`src/rtl/demux8_stream_sched.sv`:
```
// demux8_stream_sched: steers a valid/ready stream onto 8 channels, round-robin bursts or addressed
module demux8_stream_sched #(
  parameter int W     = 8,
  parameter int BURST = 4
) (
  input  logic         clk,
  input  logic         rst,
  input  logic         mode,
  input  logic [7:0]   chan_en,
  input  logic [2:0]   in_sel,
  input  logic         in_valid,
  output logic         in_ready,
  input  logic [W-1:0] in_data,
  output logic [7:0]   out_valid,
  input  logic [7:0]   out_ready,
  output logic [W-1:0] out_data,
  output logic [2:0]   cur_sel,
  output logic         busy,
  output logic [7:0]   err_cnt
);
  localparam int CW = BURST > 1 ? $clog2(BURST) : 1;
  localparam logic [CW-1:0] LAST = CW'(BURST - 1);
  typedef enum logic {IDLE, HOLD} state_t;
  state_t state;
  logic [2:0] ptr, rr_tgt, tgt;
  logic [CW-1:0] beat_cnt;
  logic hold_mode;
  // accept readiness and target: lowest circular offset from ptr among enabled channels
  always_comb begin
    in_ready = state == IDLE && (mode || |chan_en);
    rr_tgt = ptr;
    for (int i = 7; i >= 0; i--)
      if (chan_en[ptr + 3'(i)]) rr_tgt = ptr + 3'(i);
    tgt = mode ? in_sel : rr_tgt;
  end
  assign busy = state == HOLD;
  // single-beat holding FSM; the round-robin update follows the mode the beat was accepted in
  always_ff @(posedge clk) begin
    if (rst) begin
      state     <= IDLE;
      out_valid <= '0;
      out_data  <= '0;
      cur_sel   <= '0;
      err_cnt   <= '0;
      ptr       <= '0;
      beat_cnt  <= '0;
      hold_mode <= 1'b0;
    end else if (state == IDLE) begin
      if (in_valid && in_ready) begin
        if (chan_en[tgt]) begin
          out_data  <= in_data;
          out_valid <= 8'b1 << tgt;
          cur_sel   <= tgt;
          hold_mode <= mode;
          state     <= HOLD;
        end else if (err_cnt != 8'hFF) begin
          err_cnt <= err_cnt + 8'd1;
        end
      end
    end else if (out_ready[cur_sel]) begin
      out_valid <= '0;
      state     <= IDLE;
      if (hold_mode) begin
        beat_cnt <= '0;
      end else if (beat_cnt == LAST) begin
        beat_cnt <= '0;
        ptr      <= cur_sel + 3'd1;
      end else begin
        beat_cnt <= beat_cnt + 1'b1;
        ptr      <= cur_sel;
      end
    end
  end
endmodule
```
`config.mk`:
```
export PLATFORM = sky130hd
export DESIGN_NAME = demux8_stream_sched
export DESIGN_NICKNAME = d
export VERILOG_FILES = /design/src/rtl/demux8_stream_sched.sv
export SDC_FILE = /design/constraint.sdc
export NUM_CORES = 1
export LEC_CHECK = 0
export BUFFER_PORTS_ARGS = -buffer_cell sky130_fd_sc_hd__buf_2
export CAP_MARGIN = 20
export CORE_MARGIN = 2
export CORE_UTILIZATION = 40
export DETAILED_ROUTE_END_ITERATION = 16
export PLACE_DENSITY = 0.69
export SLEW_MARGIN = 30
export SYNTH_ARGS = -nofsm -noshare
export SYNTH_HDL_FRONTEND = slang
export SYNTH_SLANG_ARGS = --single-unit
```
`constraint.sdc`:
```
create_clock -name clk -period 4.5 [get_ports clk]
set_input_delay 0.675 -clock clk [delete_from_list [all_inputs] [get_ports clk]]
set_output_delay 0.675 -clock clk [all_outputs]
set_load 0.02 [all_outputs]
```
==> results of run 1 <==
==> path summary, 6_finish.rpt <==
check / endpoint / slack [ns] / cells after the start
max: cur_sel[0] / 0.31 / 11
min: beat_cnt[1] / 0.46 / 2
max reg2reg: cur_sel[0] / 0.31 / 11
min reg2reg: beat_cnt[1] / 0.46 / 2
==> layer usage <==
metal,track usage,vias to the layer above
met5,0,-
met4,0.0622,0
met3,0.0329,13
met2,0.306,97
met1,0.238,1363
li1,-,1379
==> layout by cell type (no fill, tap or decap), types with 5 or more instances in the layout <==
cell type,count
sky130_fd_sc_hd__buf_2,59
sky130_fd_sc_hd__nand2_1,35
sky130_fd_sc_hd__dfxtp_1,34
sky130_fd_sc_hd__nor2_1,26
sky130_fd_sc_hd__mux2i_1,23
sky130_fd_sc_hd__a21oi_1,19
sky130_fd_sc_hd__mux4_2,13
sky130_fd_sc_hd__mux2_1,13
sky130_fd_sc_hd__o221ai_1,11
sky130_fd_sc_hd__nor2b_1,11
sky130_fd_sc_hd__o211ai_1,10
sky130_fd_sc_hd__buf_4,8
sky130_fd_sc_hd__inv_1,7
sky130_fd_sc_hd__a211oi_1,7
sky130_fd_sc_hd__nor3_1,6
sky130_fd_sc_hd__clkbuf_8,6
sky130_fd_sc_hd__nor4_1,5
sky130_fd_sc_hd__nand2b_1,5
sky130_fd_sc_hd__a22oi_1,5
sky130_fd_sc_hd__nand3_1,5
==> power by group <==
group | internal, mW | switching [mW] | leakage [nW] | total, mW
clock | 0.123 | 0.114 | 0.0482 | 0.237
combinational | 0.326 | 0.455 | 1.06 | 0.780
sequential | 0.336 | 0.0350 | 0.276 | 0.371
total | 0.785 | 0.604 | 1.39 | 1.39
==> tightest hold or removal path, delay by kind of cell, from the launching register on <==
kind            cells  cell delay [ns]
compound gates      1             0.05
flops               1             0.32
simple gates        1             0.05
==> state kept, by name, summed over array words and instances, names as in the netlist <==
| name | flops |
|---|---|
| err_cnt | 8 |
| beat_cnt | 2 |
| busy | 1 |
| out_valid | 8 |
| out_data | 8 |
| cur_sel | 3 |
| ptr | 3 |
| hold_mode | 1 |
==> cell type report <==
cell class	count	share of cell area
clock buffer	7	0.0248
clock inverter	1	0.00144
inverter	8	0.00863
multi-input combinational	268	0.631
sequential	34	0.196
tap	102	0.0367
timing repair buffer	67	0.102
==> logic make-up after synthesis <==
kind of cell | synth area share
muxes | 0.269
AOI/OAI and AO/OA | 0.222
DFF | 0.220
adders and majority gates | 0.0202
and+or+nand+nor | 0.180
buffers and inverters | 0.0731
xor gates and xnor gates | 0.0166
==> stage by stage <==
stage	utilization	hold slack, ns	instances
floorplan	-	0.436	343
global placement	0.445	0.443	479
detailed placement	0.445	0.460	479
CTS	0.457	0.469	487
global route	0.457	0.489	487
finish	0.457	0.463	487
==> what timing repair did <==
| item | in CTS | in global routing |
|---|---|---|
| setup endpoints to repair | 0 | 25 |
| hold endpoints to repair | 0 | 0 |
| gates resized for setup | 0 | 1 |
==> key figures, run 1 <==
Run status
  • Run status: complete, no violations

Setup path
  • Critical Path Fanout Max: 19
  • Slowest cell delay on critical path: 0.60 ns
  • CP Data Required Time: 4.68 ns
  • Cell family with most CP delay: multiplexers
  • Category of the critical setup timing path: reg2reg
  • Crit. End Element: flop
  • Reg-to-reg startpoint: ptr[1]
  • Critical-path top delay cell: sky130_fd_sc_hd__ha_2
  • Startpoint types: flop
  • Cell breakdown of the critical path: inv_2 -> ha_2 -> mux2_1 -> mux4_2 -> a211oi_2 -> a211oi_2 -> mux2i_4 -> mux2i_1 -> a22o_1 -> o22ai_1 -> mux2_1
  • Number of buffers and inverters on the critical path: 1
  • Worst setup path startpoint: ptr[1]
  • Critical path arrival: 4.37 ns

CTS
  • Postcts setup bufs: 0
  • Clock tree from TritonCTS: built
  • Clk pin slew, worst setup/hold paths: 0.07 ns
  • Source-to-sink clock delay at the later pin of the worst-skew pair: 0.29 ns
  • Cts-stage hold buffer count: 0
  • Library cell used as clock root buffer: sky130_fd_sc_hd__clkbuf_8
  • Number of clock sinks: 34
  • Cts bufs inserted: 5
  • Clock Path Buffers: 2
  • # H-tree levels: 2

Floorplan
  • X dimension of the die: 92.0 um
  • Placeable core region: 7610 um2
  • Height of the die: 92.0 um
  • Die area: 8460 um2
  • Number of top-level pins: 60
  • Starting density of the core: 0.407
  • Standard-cell rows: 32

Final layout
  • Number of filler instances in the final layout: 761
  • Layout cell share with drive strength beyond 1: 0.283
  • Reg area: 681 um2
  • Final design instance area without fill: 3480 um2
  • Layout overhead on the synthesized area: 12.3%
  • Total area of multi-input combinational cells: 2190 um2
  • Ant. Diodes: 0
  • NumNets Final: 420

Detailed routing
  • Highest metal used: met4
  • Number of violations reported at the end of detailed-routing iteration 0: 129
  • Average detailed-routed wire length per instance: 15.9 um
  • Sum of routed wire length over all layers: 7.75 mm
  • Met2 wire length: 3.80 mm
  • Wire length on met1: 3.31 mm
  • Remaining antenna violation count: 0
  • Met3 routed WL: 497 um
  • Post-route DRC: 0
  • Router iterations before antenna repair: 4
  • Average vias per placed instance: 5.86
  • Number of vias in the routed layout: 2852

STA
  • Max Clk Rate: 239 MHz
  • Setup repair after global routing missed its margin: no
  • Period utilisation layout: 0.930
  • Worst clock skew: 0.00323 ns
  • Total Neg Setup Slack: 0 ns
  • Pins Over Slew Limit: 0
  • Period minus WS final: 4.19 ns
  • Final Hold Fails: 0
  • Setup-violating endpoint count in the final report: 0
  • Rel. slew slack: 0.525
  • Least setup slack across all paths after layout: 0.315 ns
  • Slew of the pin with the lowest slew margin: 0.712 ns

Synthesis
  • Yosys Warn Count: 0
  • Area share of the largest cell type after synthesis: 0.220
  • FFs w/ async S/R, synth: 0
  • Leading area contributor after synthesis: sky130_fd_sc_hd__dfxtp_1
  • Flip-flop and latch count after synthesis: 34
  • Largest cells by area after synthesis: sky130_fd_sc_hd__dfxtp_1 (22%), sky130_fd_sc_hd__mux4_2 (9.5%), sky130_fd_sc_hd__mux2i_1 (7.4%), sky130_fd_sc_hd__mux2_1 (4.7%), sky130_fd_sc_hd__nand2_1 (4.2%)
  • Mapped cell area: 3100 um2
  • Number of cells produced by synthesis: 343
  • Most frequent cells after synthesis: sky130_fd_sc_hd__nand2_1 (35), sky130_fd_sc_hd__dfxtp_1 (34), sky130_fd_sc_hd__nor2_1 (26)
  • Most common cell in the synthesized netlist: sky130_fd_sc_hd__nand2_1
  • Number of distinct standard cells referenced by the synthesized netlist: 64
  • Synth Net Count: 379
  • Flip-flop cell with the highest count after synthesis: sky130_fd_sc_hd__dfxtp_1
  • Post-synthesis average cell area: 9.03 um2
  • Count of flip-flops with a built-in enable after synthesis: 0
  • Post-synthesis sequential area ratio: 0.220

GRT
  • Gr ovfl total: 0
  • Overall track demand over capacity in global routing: 0.183
  • Maximum number of pins on one net before global-route repair: 39
  • Number of antenna violations at the first check in global routing: 0
  • Global-route wire length before repair: 12.6 mm
  • Number of global-route vias before repair: 2596

Job
  • Reported max-cap violation count: 0

Power
  • Leakage: 1.39 nW
  • Worst vdd ir: 0.311 mV
  • Total power density per cell area: 399 nW/um2
  • Overall power consumption: 1.39 mW

Place
  • Number of port buffers: 59
  • Place WS: 0.180 ns
  • Detailed Place HPWL: 5.64 mm
  • Placed standard-cell area: 3380 um2
  • GP Congestion: 0.876

Hold path
  • Hold path startpoint: beat_cnt[1]
  • Type of the most critical hold path: reg2reg
Power figures use the tool's default switching activity.
==> run 2, diff against run 1 <==
--- a/config.mk
+++ b/config.mk
@@ -5,12 +5,13 @@
 export SDC_FILE = /design/constraint.sdc
 export NUM_CORES = 1
 export LEC_CHECK = 0
-export BUFFER_PORTS_ARGS = -buffer_cell sky130_fd_sc_hd__buf_2
 export CAP_MARGIN = 20
 export CORE_MARGIN = 2
 export CORE_UTILIZATION = 40
 export DETAILED_ROUTE_END_ITERATION = 16
-export PLACE_DENSITY = 0.69
+export DONT_BUFFER_PORTS = 1
+export HOLD_SLACK_MARGIN = 0.03
+export PLACE_DENSITY = 0.62
 export SLEW_MARGIN = 30
 export SYNTH_ARGS = -nofsm -noshare
 export SYNTH_HDL_FRONTEND = slang
==> constraint.sdc (replaced) <==
create_clock -name clk -period 4.38 [get_ports clk]
set_input_delay 0.657 -clock clk [delete_from_list [all_inputs] [get_ports clk]]
set_output_delay 0.657 -clock clk [all_outputs]
set_load 0.02 [all_outputs]
==> key figures, run 2 (synthesis results as in run 1) <==
Run status
  • Run status: complete, no violations

Setup path
  • Endpoint of the worst-slack reg-to-reg timing path: out_valid[6]
  • CP Data Required Time: 4.60 ns
  • Reg-to-reg startpoint: ptr[0]
  • Category of the critical setup timing path: reg2reg
  • Critical path arrival: 4.31 ns
  • Crit. End Element: flop
  • Critical Path Fanout Max: 22
  • Startpoint types: flop
  • Path depth of the worst reg2reg path: 11
  • R2R setup slack: 0.29 ns

Place
  • Number of port buffers: 0
  • Placed cell count: 422
  • GP Congestion: 0.843
  • Detailed Place HPWL: 5.88 mm
  • Place WS: 0.237 ns

Detailed routing
  • Post-route DRC: 0
  • Average vias per placed instance: 6.28
  • Average detailed-routed wire length per instance: 19.0 um
  • Sum of routed wire length over all layers: 8.15 mm
  • Number of vias in the routed layout: 2699
  • Remaining antenna violation count: 0
  • Number of violations reported at the end of detailed-routing iteration 0: 180
  • Router iterations before antenna repair: 4

GRT
  • Number of global-route vias before repair: 2594
  • Overall track demand over capacity in global routing: 0.194
  • Number of antenna violations at the first check in global routing: 0
  • Global-route wire length before repair: 13.2 mm
  • Gr ovfl total: 0
  • Maximum number of pins on one net before global-route repair: 39

Floorplan
  • Height of the die: 92.0 um
  • Die area: 8460 um2
  • Starting density of the core: 0.407
  • Standard-cell rows: 32
  • Placeable core region: 7610 um2
  • X dimension of the die: 92.0 um
  • Number of top-level pins: 60

Job
  • Reported max-cap violation count: 0

CTS
  • # H-tree levels: 2
  • Number of clock sinks: 34
  • Source-to-sink clock delay at the later pin of the worst-skew pair: 0.28 ns
  • Clock Path Buffers: 2
  • Postcts setup bufs: 0
  • Cts bufs inserted: 5
  • Clk pin slew, worst setup/hold paths: 0.07 ns
  • Library cell used as clock root buffer: sky130_fd_sc_hd__clkbuf_8
  • Clock tree from TritonCTS: built

Final layout
  • Layout overhead on the synthesized area: 4.85%
  • Most frequent cells in the layout: sky130_fd_sc_hd__nand2_1 (35), sky130_fd_sc_hd__dfxtp_1 (34), sky130_fd_sc_hd__nor2_1 (26), sky130_fd_sc_hd__mux2i_1 (23), sky130_fd_sc_hd__a21oi_1 (19)
  • Registers with the most flip-flops: err_cnt (8), out_data (8), out_valid (8)
  • Ant. Diodes: 0
  • Reg area: 681 um2
  • Total area of multi-input combinational cells: 2190 um2
  • Layout cell share with drive strength beyond 1: 0.162
  • Final cell count without fillers: 430
  • Most common cell after layout, fill and taps aside: sky130_fd_sc_hd__nand2_1
  • Number of filler instances in the final layout: 780
  • NumNets Final: 363

Power
  • Worst vdd ir: 0.216 mV
  • Leakage: 1.15 nW
  • Total power density per cell area: 463 nW/um2

Hold path
  • Worst Hold Path EP: busy
  • Instance count along the most critical hold path: 1
  • Hold path startpoint: rst
  • Type of the most critical hold path: in2reg

STA
  • Period utilisation layout: 0.934
  • Setup repair after global routing missed its margin: yes
  • Rel. slew slack: 0.485
  • Least setup slack across all paths after layout: 0.289 ns
  • Pins Over Slew Limit: 0
  • Max Clk Rate: 244 MHz
  • Period minus WS final: 4.09 ns
  • Setup-violating endpoint count in the final report: 0
  • Final Hold Fails: 0
  • Slew of the pin with the lowest slew margin: 0.769 ns
  • Worst clock skew: 0.00559 ns
run 2: changes by cell type in the layout (fill, tap and decap cells not counted), sizes merged:
cell / previous run / this run
bufinv: 0 / 2
buf: 67 / 10
clkbuf: 7 / 6
clkinv: 1 / 0
run 2: how the worst max path moves through the flow:
stage                     startpoint            to  slack (ns)  cells past startpoint
after floorplan               ptr[0]    err_cnt[3]        0.69                     12
after global placement        ptr[0]    cur_sel[0]        0.36                     11
after detailed placement      ptr[0]    cur_sel[0]        0.24                     11
after CTS                     ptr[0]    cur_sel[0]        0.23                     11
after global routing          ptr[0]  out_valid[6]      -0.004                     11
final                         ptr[0]  out_valid[6]        0.29                     11
run 2: per-layer routing:
metal / up-vias / track usage / wire [um]
li1: 1269 / - / -
met1: 1312 / 0.256 / 3510
met2: 105 / 0.309 / 3890
met3: 13 / 0.0435 / 594
met4: 0 / 0.0746 / 148
met5: - / 0 / 0
run 2: metrics by stage:
stage	hold WS [ns]	instance area [um2]	util	TNS (ns)	total power, mW
floorplan	0.436	3100	-	0	1.04
global placement	0.441	3100	0.408	0	1.13
detailed placement	0.455	3100	0.408	0	1.14
CTS	0.428	3250	0.427	0	1.50
global route	0.421	3250	0.427	-0.00489	1.60
finish	0.436	3250	0.427	0	1.50
run 2: what timing repair did:
action	4_1_cts	5_1_grt
gates resized for setup	0	1
hold buffers	0	0
setup endpoints to repair	0	5
run 2: area by class of cell:
type                            count  area share
Inverter                            8     0.00924
Sequential cell                    34       0.210
Multi-Input combinational cell    268       0.675
Tap cell                          102      0.0393
Clock inverter                      2      0.0185
Timing Repair Buffer               10      0.0231
Clock buffer                        6      0.0254
run 2: power by group:
part | switching, mW | internal (mW) | total (mW)
Clock | 0.116 | 0.243 | 0.359
Sequential | 0.0778 | 0.345 | 0.423
Combinational | 0.410 | 0.310 | 0.721
run 2: critical path: stages, from the launching register on:
cell                       delay [ns]
sky130_fd_sc_hd__dfxtp_1         0.33
sky130_fd_sc_hd__buf_4           0.28
sky130_fd_sc_hd__ha_1            0.35
sky130_fd_sc_hd__xor2_1          0.36
sky130_fd_sc_hd__mux4_2          0.59
sky130_fd_sc_hd__a211oi_2        0.25
sky130_fd_sc_hd__a211oi_2        0.10
sky130_fd_sc_hd__mux2i_4         0.42
sky130_fd_sc_hd__mux2i_1         0.39
sky130_fd_sc_hd__a221oi_4        0.18
sky130_fd_sc_hd__o21ai_2         0.52
sky130_fd_sc_hd__mux2i_1         0.25
==> run 3, diff against run 2 <==
--- a/config.mk
+++ b/config.mk
@@ -10,9 +10,11 @@
 export CORE_UTILIZATION = 40
 export DETAILED_ROUTE_END_ITERATION = 16
 export DONT_BUFFER_PORTS = 1
+export GPL_TIMING_DRIVEN = 0
 export HOLD_SLACK_MARGIN = 0.03
 export PLACE_DENSITY = 0.62
 export SLEW_MARGIN = 30
 export SYNTH_ARGS = -nofsm -noshare
 export SYNTH_HDL_FRONTEND = slang
 export SYNTH_SLANG_ARGS = --single-unit
+export TNS_END_PERCENT = 10
==> key figures, run 3 (synthesis results as in run 1) <==
Run status
  • Run status: complete, no violations

Power
  • Overall power consumption: 1.49 mW
  • Worst vdd ir: 0.250 mV
  • Leakage: 1.22 nW
  • Total power density per cell area: 439 nW/um2

CTS
  • Cts bufs inserted: 5
  • Number of clock sinks: 34
  • # H-tree levels: 2
  • Clock tree from TritonCTS: built
  • Cts-stage hold buffer count: 0
  • Clk pin slew, worst setup/hold paths: 0.08 ns
  • Source-to-sink clock delay at the later pin of the worst-skew pair: 0.29 ns
  • Library cell used as clock root buffer: sky130_fd_sc_hd__clkbuf_8
  • Clock Path Buffers: 2

STA
  • Setup repair after global routing missed its margin: no
  • Setup-violating endpoint count in the final report: 0
  • Least setup slack across all paths after layout: 0.283 ns
  • Period minus WS final: 4.10 ns
  • Final Hold Fails: 0
  • Total Neg Setup Slack: 0 ns
  • Worst clock skew: 0.00428 ns
  • Max Clk Rate: 244 MHz
  • Slew of the pin with the lowest slew margin: 0.653 ns
  • Rel. slew slack: 0.563
  • Period utilisation layout: 0.935
  • Pins Over Slew Limit: 0

Setup path
  • Cell family with most CP delay: multiplexers
  • Startpoint types: flop
  • Critical-path top delay cell: sky130_fd_sc_hd__dfxtp_1
  • Most numerous cell on the critical path: sky130_fd_sc_hd__a211oi_2
  • CP Data Required Time: 4.56 ns
  • Category of the critical setup timing path: reg2reg
  • Critical Path Fanout Max: 10
  • Cell breakdown of the critical path: clkinvlp_4 -> ha_1 -> buf_6 -> buf_2 -> mux4_1 -> mux2_2 -> a211oi_2 -> a211oi_2 -> mux2i_4 -> mux2i_2 -> a221oi_4 -> buf_12 -> nor4b_1 -> mux2_1
  • Critical path arrival: 4.28 ns
  • Slowest cell delay on critical path: 0.51 ns
  • Crit. End Element: flop
  • Number of buffers and inverters on the critical path: 4

Place
  • Number of port buffers: 0
  • Detailed Place HPWL: 5.99 mm
  • GP Congestion: 0.887
  • Placed standard-cell area: 3230 um2
  • Place WS: 0.129 ns

Job
  • Reported max-cap violation count: 0

Hold path
  • Type of the most critical hold path: reg2reg

Detailed routing
  • Router iterations before antenna repair: 4
  • Average detailed-routed wire length per instance: 17.9 um
  • Number of vias in the routed layout: 2757
  • Post-route DRC: 0
  • Met2 wire length: 3.87 mm
  • Average vias per placed instance: 6.05
  • Met3 routed WL: 667 um
  • Number of violations reported at the end of detailed-routing iteration 0: 159
  • Highest metal used: met5
  • Wire length on met1: 3.50 mm
  • Remaining antenna violation count: 0
  • Sum of routed wire length over all layers: 8.16 mm

Floorplan
  • Starting density of the core: 0.407
  • Die area: 8460 um2
  • Standard-cell rows: 32
  • Height of the die: 92.0 um
  • X dimension of the die: 92.0 um
  • Placeable core region: 7610 um2
  • Number of top-level pins: 60

Final layout
  • Registers with the most flip-flops: err_cnt (8), out_data (8), out_valid (8)
  • Most common cell after layout, fill and taps aside: sky130_fd_sc_hd__nand2_1
  • Final design instance area without fill: 3400 um2
  • Ant. Diodes: 0
  • NumNets Final: 389
  • Layout cell share with drive strength beyond 1: 0.201
  • Most frequent cells in the layout: sky130_fd_sc_hd__nand2_1 (35), sky130_fd_sc_hd__dfxtp_1 (34), sky130_fd_sc_hd__nor2_1 (26), sky130_fd_sc_hd__mux2i_1 (21), sky130_fd_sc_hd__a21oi_1 (19)
  • Number of filler instances in the final layout: 754
  • Layout overhead on the synthesized area: 9.73%

GRT
  • Gr ovfl total: 0
  • Maximum number of pins on one net before global-route repair: 12
  • Overall track demand over capacity in global routing: 0.194
  • Number of antenna violations at the first check in global routing: 1
  • Global-route wire length before repair: 13.3 mm
  • Number of global-route vias before repair: 2669
[run 3: final timing paths]
check / endpoint / start / slack (ns) / cells past startpoint
max: err_cnt[3] / ptr[0] / 0.28 / 14
min: beat_cnt[1] / beat_cnt[1] / 0.46 / 2
max reg2reg: err_cnt[3] / ptr[0] / 0.28 / 14
min reg2reg: beat_cnt[1] / beat_cnt[1] / 0.46 / 2
[run 3: area by class of cell]
class	count	area, um2	share of cell area
clock buffers	6	82.6	0.0243
plain buffers	33	196	0.0578
flip-flops and latches	34	681	0.200
clock inverters	2	12.5	0.00368
well taps	102	128	0.0375
repair buffers	3	47.5	0.0140
inverters	8	33.8	0.00994
multi-input cells	268	2220	0.653
[run 3: metrics by stage]
step / instances / utilization / hold slack (ns)
3_5_place_dp: 445 / 0.424 / 0.453
5_1_grt: 456 / 0.447 / 0.500
3_3_place_gp: 445 / 0.424 / 0.442
6_report: 456 / 0.447 / 0.457
4_1_cts: 453 / 0.437 / 0.463
2_1_floorplan: 343 / - / 0.436
[run 3: power by group]
group / internal [mW] / switching (mW) / leakage (nW)
Combinational: 0.364 / 0.460 / 0.895
Sequential: 0.345 / 0.0741 / 0.276
Clock: 0.126 / 0.124 / 0.0472
[run 3: metal layers]
metal  GRT usage  vias up
met5           0        -
met4      0.0647        2
met3      0.0518       13
met2       0.306       99
met1       0.259     1318
li1            -     1325
[run 3: worst reg2reg max path: cells and delay by family, from the launching register on]
| kind | cells | cell delay (ns) |
|---|---|---|
| buf+inv | 4 | 0.76 |
| flops | 1 | 0.51 |
| simple gates | 1 | 0.33 |
| fa+ha+maj | 1 | 0.32 |
| compound gates | 3 | 0.39 |
| mux | 5 | 1.68 |
[run 3: timing repair]
action / in CTS / in global routing
resized for setup: 0 / 6
endpoints found under the setup margin: 0 / 29
setup buffers: 0 / 3
